--- config.mk ---
export PLATFORM = sky130hd
export DESIGN_NAME = microwave_sequencer_flat
export DESIGN_NICKNAME = d
export VERILOG_FILES = /design/src/rtl/microwave_sequencer_if.sv /design/src/rtl/microwave_sequencer.sv /design/src/flat_wrapper.sv
export SDC_FILE = /design/constraint.sdc
export NUM_CORES = 1
export LEC_CHECK = 0
export ABC_AREA = 0
export BUFFER_PORTS_ARGS = -buffer_cell sky130_fd_sc_hd__buf_4
export CAP_MARGIN = 0
export CORE_MARGIN = 2
export CORE_UTILIZATION = 51
export CTS_CLUSTER_DIAMETER = 150
export DETAILED_ROUTE_END_ITERATION = 12
export HOLD_SLACK_MARGIN = 0.12
export PLACE_DENSITY = 0.85
export SYNTH_ARGS = -nofsm -noshare
export SYNTH_HDL_FRONTEND = slang
export SYNTH_SLANG_ARGS = --single-unit
--- constraint.sdc ---
create_clock -name clk -period 2.1 [get_ports clk]
set_input_delay 0.105 -clock clk [delete_from_list [all_inputs] [get_ports clk]]
set_output_delay 0.105 -clock clk [all_outputs]
set_load 0.01 [all_outputs]
--- src/rtl/microwave_sequencer_if.sv ---
// Front-panel bundle between the microwave sequencer and its surroundings:
// debounced keypad/buttons, door switch and tick in; magnetron, beeper, display and state out.
interface microwave_sequencer_if;
    logic       tick_1hz;
    logic       key_valid;
    logic [3:0] key_digit;
    logic       startn;
    logic       stopn;
    logic       clearn;
    logic       door_closed;
    logic       mag_on;
    logic       beep;
    logic [3:0] min_t;
    logic [3:0] min_u;
    logic [3:0] sec_t;
    logic [3:0] sec_u;
    logic [2:0] state_o;

    modport master (
        output tick_1hz, key_valid, key_digit, startn, stopn, clearn, door_closed,
        input  mag_on, beep, min_t, min_u, sec_t, sec_u, state_o
    );

    modport slave (
        input  tick_1hz, key_valid, key_digit, startn, stopn, clearn, door_closed,
        output mag_on, beep, min_t, min_u, sec_t, sec_u, state_o
    );
endinterface

--- src/rtl/microwave_sequencer.sv ---
// Cooking sequencer: BCD MM:SS entry, 1 Hz countdown, door interlock on the magnetron
// and an end-of-cycle beeper. State is exported on state_o for debug and LEDs.
module microwave_sequencer #(
    parameter int QUICK_SEC  = 30,
    parameter int BEEP_TICKS = 3
) (
    input  logic                  clk,
    input  logic                  resetn,
    microwave_sequencer_if.slave  bus
);

    typedef enum logic [2:0] {
        S_IDLE    = 3'd0,
        S_ENTRY   = 3'd1,
        S_COOKING = 3'd2,
        S_PAUSED  = 3'd3,
        S_DONE    = 3'd4
    } state_t;

    localparam logic [3:0] QUICK_T  = 4'(QUICK_SEC / 10);
    localparam logic [3:0] QUICK_U  = 4'(QUICK_SEC % 10);
    localparam logic [3:0] BEEP_END = 4'(BEEP_TICKS - 1);

    state_t     state_q;
    logic [3:0] min_t_q, min_u_q, sec_t_q, sec_u_q;
    logic [3:0] beep_cnt_q;
    logic       beep_q;
    logic       start_prev_q, stop_prev_q, clear_prev_q;
    logic       start_ev_q, stop_ev_q, clear_ev_q;

    logic        key_ok;
    logic        time_zero;
    logic        at_one;
    logic [15:0] time_dec;

    // Plain BCD borrow chain; seconds tens wraps to 5, everything else to 9.
    function automatic logic [15:0] bcd_dec(input logic [15:0] t);
        logic [3:0] mt, mu, st, su;
        {mt, mu, st, su} = t;
        if (su != 4'd0) su = su - 4'd1;
        else begin
            su = 4'd9;
            if (st != 4'd0) st = st - 4'd1;
            else begin
                st = 4'd5;
                if (mu != 4'd0) mu = mu - 4'd1;
                else begin
                    mu = 4'd9;
                    mt = mt - 4'd1;
                end
            end
        end
        return {mt, mu, st, su};
    endfunction

    assign key_ok    = bus.key_valid && (bus.key_digit <= 4'd9);
    assign time_zero = ({min_t_q, min_u_q, sec_t_q, sec_u_q} == 16'h0000);
    assign at_one    = ({min_t_q, min_u_q, sec_t_q, sec_u_q} == 16'h0001);
    assign time_dec  = bcd_dec({min_t_q, min_u_q, sec_t_q, sec_u_q});

    always_ff @(posedge clk or negedge resetn) begin
        if (!resetn) begin
            state_q      <= S_IDLE;
            min_t_q      <= 4'd0;
            min_u_q      <= 4'd0;
            sec_t_q      <= 4'd0;
            sec_u_q      <= 4'd0;
            beep_cnt_q   <= 4'd0;
            beep_q       <= 1'b0;
            start_prev_q <= 1'b1;
            stop_prev_q  <= 1'b1;
            clear_prev_q <= 1'b1;
            start_ev_q   <= 1'b0;
            stop_ev_q    <= 1'b0;
            clear_ev_q   <= 1'b0;
        end else begin
            start_prev_q <= bus.startn;
            stop_prev_q  <= bus.stopn;
            clear_prev_q <= bus.clearn;
            start_ev_q   <= start_prev_q & ~bus.startn;
            stop_ev_q    <= stop_prev_q  & ~bus.stopn;
            clear_ev_q   <= clear_prev_q & ~bus.clearn;

            case (state_q)
                S_IDLE: begin
                    if (clear_ev_q || stop_ev_q) begin
                        state_q <= S_IDLE;
                    end else if (start_ev_q) begin
                        if (bus.door_closed) begin
                            {min_t_q, min_u_q, sec_t_q, sec_u_q} <= {8'h00, QUICK_T, QUICK_U};
                            state_q <= S_COOKING;
                        end
                    end else if (key_ok) begin
                        {min_t_q, min_u_q, sec_t_q, sec_u_q} <= {12'h000, bus.key_digit};
                        state_q <= S_ENTRY;
                    end
                end

                S_ENTRY: begin
                    if (clear_ev_q) begin
                        {min_t_q, min_u_q, sec_t_q, sec_u_q} <= 16'h0000;
                        state_q <= S_IDLE;
                    end else if (stop_ev_q) begin
                        state_q <= S_ENTRY;
                    end else if (start_ev_q) begin
                        if (bus.door_closed) begin
                            if (time_zero)
                                {min_t_q, min_u_q, sec_t_q, sec_u_q} <= {8'h00, QUICK_T, QUICK_U};
                            state_q <= S_COOKING;
                        end
                    end else if (key_ok) begin
                        {min_t_q, min_u_q, sec_t_q, sec_u_q} <= {min_u_q, sec_t_q, sec_u_q, bus.key_digit};
                    end
                end

                S_COOKING: begin
                    if (!bus.door_closed || (stop_ev_q && !clear_ev_q)) begin
                        state_q <= S_PAUSED;
                    end else if (clear_ev_q) begin
                        {min_t_q, min_u_q, sec_t_q, sec_u_q} <= 16'h0000;
                        state_q <= S_IDLE;
                    end else if (!start_ev_q && bus.tick_1hz) begin
                        if (at_one) begin
                            {min_t_q, min_u_q, sec_t_q, sec_u_q} <= 16'h0000;
                            beep_q     <= 1'b1;
                            beep_cnt_q <= 4'd0;
                            state_q    <= S_DONE;
                        end else begin
                            {min_t_q, min_u_q, sec_t_q, sec_u_q} <= time_dec;
                        end
                    end
                end

                S_PAUSED: begin
                    if (clear_ev_q || stop_ev_q) begin
                        {min_t_q, min_u_q, sec_t_q, sec_u_q} <= 16'h0000;
                        state_q <= S_IDLE;
                    end else if (start_ev_q && bus.door_closed) begin
                        state_q <= S_COOKING;
                    end
                end

                S_DONE: begin
                    if (!bus.door_closed || clear_ev_q || stop_ev_q || start_ev_q) begin
                        beep_q     <= 1'b0;
                        beep_cnt_q <= 4'd0;
                        state_q    <= S_IDLE;
                    end else if (bus.tick_1hz) begin
                        if (beep_cnt_q == BEEP_END) begin
                            beep_q     <= 1'b0;
                            beep_cnt_q <= 4'd0;
                            state_q    <= S_IDLE;
                        end else begin
                            beep_cnt_q <= beep_cnt_q + 4'd1;
                        end
                    end
                end

                default: begin
                    {min_t_q, min_u_q, sec_t_q, sec_u_q} <= 16'h0000;
                    beep_q     <= 1'b0;
                    beep_cnt_q <= 4'd0;
                    state_q    <= S_IDLE;
                end
            endcase
        end
    end

    // Door switch gates the magnetron directly so opening cuts power before the FSM reacts.
    assign bus.mag_on  = (state_q == S_COOKING) && bus.door_closed;
    assign bus.beep    = beep_q;
    assign bus.min_t   = min_t_q;
    assign bus.min_u   = min_u_q;
    assign bus.sec_t   = sec_t_q;
    assign bus.sec_u   = sec_u_q;
    assign bus.state_o = state_q;

endmodule

--- src/flat_wrapper.sv ---
// flat-port wrapper written by rule: the top's interface ports become plain ports
module microwave_sequencer_flat 
#(
    parameter int QUICK_SEC  = 30,
    parameter int BEEP_TICKS = 3
)
  (clk, resetn, bus_tick_1hz, bus_key_valid, bus_key_digit, bus_startn, bus_stopn, bus_clearn, bus_door_closed, bus_mag_on, bus_beep, bus_min_t, bus_min_u, bus_sec_t, bus_sec_u, bus_state_o);
  microwave_sequencer_if bus_i ();
  input  logic clk;
  input  logic resetn;
  input wire logic [$bits(bus_i.tick_1hz)-1:0] bus_tick_1hz;
  input wire logic [$bits(bus_i.key_valid)-1:0] bus_key_valid;
  input wire logic [$bits(bus_i.key_digit)-1:0] bus_key_digit;
  input wire logic [$bits(bus_i.startn)-1:0] bus_startn;
  input wire logic [$bits(bus_i.stopn)-1:0] bus_stopn;
  input wire logic [$bits(bus_i.clearn)-1:0] bus_clearn;
  input wire logic [$bits(bus_i.door_closed)-1:0] bus_door_closed;
  output wire logic [$bits(bus_i.mag_on)-1:0] bus_mag_on;
  output wire logic [$bits(bus_i.beep)-1:0] bus_beep;
  output wire logic [$bits(bus_i.min_t)-1:0] bus_min_t;
  output wire logic [$bits(bus_i.min_u)-1:0] bus_min_u;
  output wire logic [$bits(bus_i.sec_t)-1:0] bus_sec_t;
  output wire logic [$bits(bus_i.sec_u)-1:0] bus_sec_u;
  output wire logic [$bits(bus_i.state_o)-1:0] bus_state_o;
  assign bus_i.tick_1hz = bus_tick_1hz;
  assign bus_i.key_valid = bus_key_valid;
  assign bus_i.key_digit = bus_key_digit;
  assign bus_i.startn = bus_startn;
  assign bus_i.stopn = bus_stopn;
  assign bus_i.clearn = bus_clearn;
  assign bus_i.door_closed = bus_door_closed;
  assign bus_mag_on = bus_i.mag_on;
  assign bus_beep = bus_i.beep;
  assign bus_min_t = bus_i.min_t;
  assign bus_min_u = bus_i.min_u;
  assign bus_sec_t = bus_i.sec_t;
  assign bus_sec_u = bus_i.sec_u;
  assign bus_state_o = bus_i.state_o;
  microwave_sequencer #(.QUICK_SEC(QUICK_SEC), .BEEP_TICKS(BEEP_TICKS)) u_core (.clk(clk), .resetn(resetn), .bus(bus_i));
endmodule
== Word-level counts from Yosys, hierarchy flattened ==
Cells that the tools add are included.

* Bits in registers: 30
* Input port bits: 12
* Output and inout bits: 21
* Word-level logic and storage cells: 174

* $add $sub $neg: 5
* Order comparisons: 1
* Equal/unequal tests: 29
* Multiplexer cells: 92
* Bitwise operators: 8
* Reduce and logical (&&, ||, !) cells: 26

{| class="wikitable"
|+ Operator list
! kind !! count
|-
| $mux W4 || 62
|-
| $pmux W4 S5 || 4
|-
| $mux W3 || 16
|-
| $ne A4 B1 Y1 const B || 5
|-
| $eq A16 B1 Y1 const B || 1
|-
| $logic_not A16 Y1 || 1
|-
| $sub A4 B1 Y4 const B || 4
|-
| $pmux W3 S5 || 1
|-
| $reduce_and A14 Y1 || 1
|-
| $reduce_and A7 Y1 || 2
|-
| $reduce_and A13 Y1 || 1
|-
| $ne A3 B1 Y1 const B || 4
|-
| $ne A4 B2 Y1 const B || 3
|-
| $pmux W4 S3 || 1
|-
| $reduce_and A12 Y1 || 1
|-
| $reduce_bool A4 Y1 || 3
|-
| $reduce_and A9 Y1 || 1
|-
| $ne A4 B4 Y1 const B || 2
|-
| $mux W1 || 7
|-
| $eq A3 B2 Y1 const B || 2
|-
| $ne A2 B1 Y1 const B || 3
|-
| $ne A2 B2 Y1 const B || 3
|-
| $ne A3 B3 Y1 const B || 2
|-
| $reduce_and A6 Y1 || 1
|-
| other kinds (14) || 30
|}

== Logic depth before layout (Yosys ltp) ==
* Word-level depth: 9
* Depth in mapped cells: 10
* Gate-level depth less buffers: 8

== Least setup slack after synthesis ==
Ideal clock, no wire load.

* Kind: register to register
* Start: reg u_core.sec_u_q[0] (netlist: u_core.bus.sec_u[0])
* End: reg u_core.min_u_q[2] (netlist: u_core.bus.min_u[2])
* Data arrival time: 2117 ps
* Data required time: 1966 ps
* Setup slack: -151 ps
* Cell stages (with the launch flop): 10
* Path buffers: 1
* Path through: dfrtp_1 -> inv_1 -> ha_1 -> nor3b_1 -> nand4_1 -> a211oi_2 -> nand3_4 -> buf_6 -> o31ai_1 -> o31ai_1

* Cells in the longest elaborated chain, start to end: 6
* Elaborated cells between the ends (all ways): 12
* Classes of those cells: eq/ne: 4; mux: 5; reduce/logical: 3

{| class="wikitable"
|+ Ends and longest elaborated chain
! what !! line !! text
|-
| start, declared || microwave_sequencer.sv:25 || <nowiki>logic [3:0] min_t_q, min_u_q, sec_t_q, sec_u_q;</nowiki>
|-
| start signal, assigned || microwave_sequencer.sv:90 || <nowiki>{min_t_q, min_u_q, sec_t_q, sec_u_q} <= {8'h00, QUICK_T, QUICK_U};</nowiki>
|-
| start signal, assigned || microwave_sequencer.sv:94 || <nowiki>{min_t_q, min_u_q, sec_t_q, sec_u_q} <= {12'h000, bus.key_digit};</nowiki>
|-
| start signal, assigned || microwave_sequencer.sv:108 || <nowiki>{min_t_q, min_u_q, sec_t_q, sec_u_q} <= {8'h00, QUICK_T, QUICK_U};</nowiki>
|-
| $eq A16 B1 Y1 || microwave_sequencer.sv:58 || <nowiki>assign at_one = ({min_t_q, min_u_q, sec_t_q, sec_u_q} == 16'h0001);</nowiki>
|-
| $mux W4 || microwave_sequencer.sv:123 || <nowiki>if (at_one) begin</nowiki>
|-
| $mux W4 || microwave_sequencer.sv:122 || <nowiki>end else if (!start_ev_q && bus.tick_1hz) begin</nowiki>
|-
| $mux W4 || microwave_sequencer.sv:119 || <nowiki>end else if (clear_ev_q) begin</nowiki>
|-
| $mux W4 || microwave_sequencer.sv:117 || <nowiki>if (!bus.door_closed || (stop_ev_q && !clear_ev_q)) begin</nowiki>
|-
| $pmux W4 S5 || microwave_sequencer.sv:84 || <nowiki>case (state_q)</nowiki>
|-
| end signal, assigned || microwave_sequencer.sv:90 ||
|-
| end signal, assigned || microwave_sequencer.sv:94 ||
|-
| end signal, assigned || microwave_sequencer.sv:129 || <nowiki>{min_t_q, min_u_q, sec_t_q, sec_u_q} <= time_dec;</nowiki>
|-
| end, declared || microwave_sequencer.sv:25 ||
|}

Parallel ways exist; a longest one is shown, timed or not. The select of a mux whose other input is x is not followed.
A chain may end at the register's enable or synchronous reset.

== Worst setup path after layout ==
* Start: reg u_core.sec_t_q[0] (netlist: u_core.bus.sec_t[0])
* End: reg u_core.min_u_q[3] (netlist: u_core.bus.min_u[3])

* Cells in the longest elaborated chain, start to end: 6
* Elaborated cells between the ends (all ways): 12
* Classes of those cells: eq/ne: 4; mux: 5; reduce/logical: 3

{| class="wikitable"
|+ Ends and longest elaborated chain
! what !! line
|-
| start, declared || microwave_sequencer.sv:25
|-
| start signal, assigned || microwave_sequencer.sv:90
|-
| start signal, assigned || microwave_sequencer.sv:94
|-
| start signal, assigned || microwave_sequencer.sv:108
|-
| $eq A16 B1 Y1 || microwave_sequencer.sv:58
|-
| $mux W4 || microwave_sequencer.sv:123
|-
| $mux W4 || microwave_sequencer.sv:122
|-
| $mux W4 || microwave_sequencer.sv:119
|-
| $mux W4 || microwave_sequencer.sv:117
|-
| $pmux W4 S5 || microwave_sequencer.sv:84
|}

Parallel ways exist; a longest one is shown, timed or not. The select of a mux whose other input is x is not followed.

==> impl_metrics.tcl <==
set metrics [dict create \
    crit_required_ns 2.27 \
    pwr-share-clk_pct 11.5 \
    pwr-share-seq_pct 21.7 \
    synth_edf_count 0 \
    finalSetupViolCount 11 \
    grt_max_degree 31 \
    max-clock-path-buffers 2 \
    cts_num_sinks 30 \
    io_buffers 32 \
    die_h_um 67.8 \
    grt_pass1_vias 1943 \
    grt_pass1_wl_um 8720 \
    routedWlPerCell_um 15.2 \
    gr-total-overflow 0 \
    grt.total_usage_pct 25.4 \
    wl_met3_um 231 \
    dpl.hpwl_um 3900 \
    slew_headroom_pct 71.0 \
    setup.worst_path.class "flip-flop to flip-flop" \
    period_minus_slack_ns 2.18 \
    post_synth_num_cell_types 57 \
    cts_tree "built" \
    crit_path_end "u_core.bus.min_u[3]" \
    crit_path_end_kind "flip-flop" \
    startpoint "u_core.bus.sec_t[0]" \
    min_period_over_period_pct 104 \
    ys_ff_latch 30 \
    worst-r2r-setup-slack_ns -0.08 \
    synth_area_leaders "dfrtp_1 33%, ha_1 5.4%, nor2_1 4.5%" \
    regToRegStartpoint "u_core.bus.sec_t[0]" \
    status "finished with violations" \
    finClkSkew_ns 0.00856 \
    setup_slack_ns -0.0767 \
    ys.flop_type "dfrtp_1" \
    worstSetupStartpointType "flip-flop" \
    routabilityCongestion 0.893 \
    ir_drop_mv 0.817 \
    post-place-cells 346 \
    core-area_um2 3970 \
    violations "setup timing" \
    yosysTopAreaCell "dfrtp_1" \
    dr.pass1.iters 4 \
    syn-cell-area_um2 2080 \
    syn_nets 259 \
    antenna_found_initial 0 \
    r2r_cells 8 \
    leakage_nw 1.35 \
    synth.avg_cell_area_um2 8.72 \
    cp_max_fo 4 \
    ant_nets 0 \
    area_growth_syn_to_layout_pct 42.7 \
    nNetsFinal 336 \
    ys_warn_count 0 \
    root_buffer "clkbuf_8" \
    cap_viol_max_count 0 \
    worstMarginPinSlew_ns 0.433 \
    r2r_end "u_core.bus.min_u[3]" \
    postRouteWirelength_um 5570 \
    h-tree-depth 2 \
    clk_latency_ns 0.29 \
    die_w_um 67.8 \
    power.internal_w 0.00252 \
    seq_area_frac_synth_pct 36.3 \
    syn_inst 238 \
    numCtsBuffers 5 \
    wl_met1_um 2540 \
    fin_cells 366 \
    floorplan.initialDensity_pct 52.3 \
    p_total_w 0.00434 \
    highest_layer "met4" \
    power.switching_w 0.00182 \
    hold_violations 0 \
    drt-initial-drc-count 163 \
    drv_slew 0 \
    io_pins 33 \
    dieArea_um2 4600 \
    vias 2105 \
    met2_length_um 2680 \
    max_freq_mhz 459 \
    rsz0062_at_grt "yes" \
    layout-drive-gt1-share_pct 41.1 \
    synth_top_area_share_pct 32.5 \
    comb_power_share_pct 66.8 \
    path_clk_slew_ns 0.07 \
    powerDensity_nw_per_um2 1470 \
    antenna_cells 0 \
    min_path_type "input port to flip-flop" \
    switching_share_pct 41.9 \
    route.detailed.drc 0 \
    fp-row-count 23 \
    vias_per_cell 5.75 \
    synthArstFlopShare_pct 100 \
    cp_data_arrival_time_ns 2.35 \
]
## worst min path at each step
| stage | start | end | slack [ns] | cells past startpoint |
|---|---|---|---|---|
| after floorplan | resetn | u_core.beep_cnt_q[0] | -0.19 | 0 |
| after detailed placement | resetn | u_core.bus.min_u[3] | 0.05 | 1 |
| after global routing | bus_key_digit[3] | u_core.bus.sec_u[3] | 0.16 | 3 |
| after global placement | resetn | u_core.bus.min_u[3] | 0.05 | 1 |
| final | bus_key_digit[1] | u_core.bus.sec_u[1] | 0.12 | 3 |
| after CTS | bus_key_digit[1] | u_core.bus.sec_u[1] | 0.13 | 3 |
## placed cells by master, fill, tap and decap left out, types with 3 or more instances in the layout
master         synthesis  routed
buf_4                  0      72
nor2_1                25      24
dfrtp_1               27      23
nand2_1               21      20
a21oi_1               16      15
o21ai_0               17      13
inv_1                 16       8
inv_2                  0       8
mux2i_1                6       6
ha_1                   9       6
clkbuf_8               0       6
nor2b_1                5       5
nor3b_4                0       5
o21ai_1                1       5
o31ai_1                6       5
dlygate4sd3_1          0       5
dfrtp_2                0       4
o22ai_1                3       3
a211oi_2               2       3
nand4_1                3       3
nand2b_1               3       3
a22o_1                 3       3
nor3b_1                7       3
a31oi_1                4       3
a22oi_1                3       3
ha_4                   0       3
buf_6                  3       3
dfstp_2                3       3
## metal layers
metal	vias to the layer above	track usage (%)
met5	-	0
met4	0	9.50
met3	13	6.00
met2	59	41.2
met1	1009	33.0
li1	1024	-
## through the flow
step	TNS [ns]	worst slack [ns]	cell area (um^2)	utilization, %	hold WS [ns]
2_1_floorplan	-0.00229	-0.00229	2110	-	-0.191
3_3_place_gp	0	0.0269	2640	66.4	0.0530
3_5_place_dp	-0.199	-0.108	2640	66.4	0.0549
4_1_cts	-0.0429	-0.0218	2840	71.4	0.126
5_1_grt	-2.21	-0.182	2960	74.6	0.157
6_report	-0.450	-0.0767	2960	74.6	0.121
## registers in the layout, summed over array words and instances (netlist names)
signal / cells
u_core.start_ev_q: 1
u_core.stop_ev_q: 1
u_core.start_prev_q: 1
u_core.clear_ev_q: 1
u_core.bus.beep: 1
u_core.clear_prev_q: 1
u_core.stop_prev_q: 1
u_core.bus.sec_u: 4
u_core.beep_cnt_q: 4
u_core.bus.sec_t: 4
u_core.bus.state_o: 3
u_core.bus.min_t: 4
u_core.bus.min_u: 4
## power groups by stage
stage,clock (W),combinational (W),sequential [W]
finish,0.000497,0.00290,0.000942
global route,0.000529,0.00316,0.000961
CTS,0.000500,0.00259,0.000928
detailed placement,0,0.00244,0.000931
global placement,0,0.00240,0.000920
floorplan,0,0.00134,0.00104
## Yosys cell counts, types with 4 or more instances
cell and number:
o31ai_1 6, a21oi_1 16, dfrtp_1 27, clkbuf_1 7, nor3b_1 7, inv_1 16
o21ai_0 17, a31oi_1 4, mux2i_1 6, nor2b_1 5, nor2_1 25, nand2_1 21
ha_1 9
## repair_timing
action,4_1_cts,5_1_grt
endpoints found under the setup margin,10,18
resized for setup,5,25
hold buffers,5,0
endpoints found under the hold margin,37,0
setup buffers,3,4
pin swaps,3,8
## worst max-delay path, cell delays in order, from the launching register on
cell and delay, ns:
dfrtp_2 0.41, inv_2 0.08, ha_4 0.13, nor3b_4 0.24, nand4_1 0.19, a211oi_2 0.38, nand3_4 0.16, nor2_4 0.17
mux2_4 0.31
## final cells by class
type	count	area [um^2]
multi-input combinational	181	1340
fill	274	1010
sequential	30	759
timing repair buffer	81	644
clock buffer	6	82.6
tap	50	62.6
inverter	16	60.1
clock inverter	2	12.5
## cells by family after synthesis
kind of cell / count (synthesis) / share of synthesized area, %
AOI/OAI and AO/OA: 76 / 24.8
adders and majority gates: 9 / 5.43
buffers and inverters: 27 / 6.03
DFF: 30 / 36.3
muxes: 8 / 4.16
and+or+nand+nor: 88 / 23.2
(Power assumes the default switching activity.)
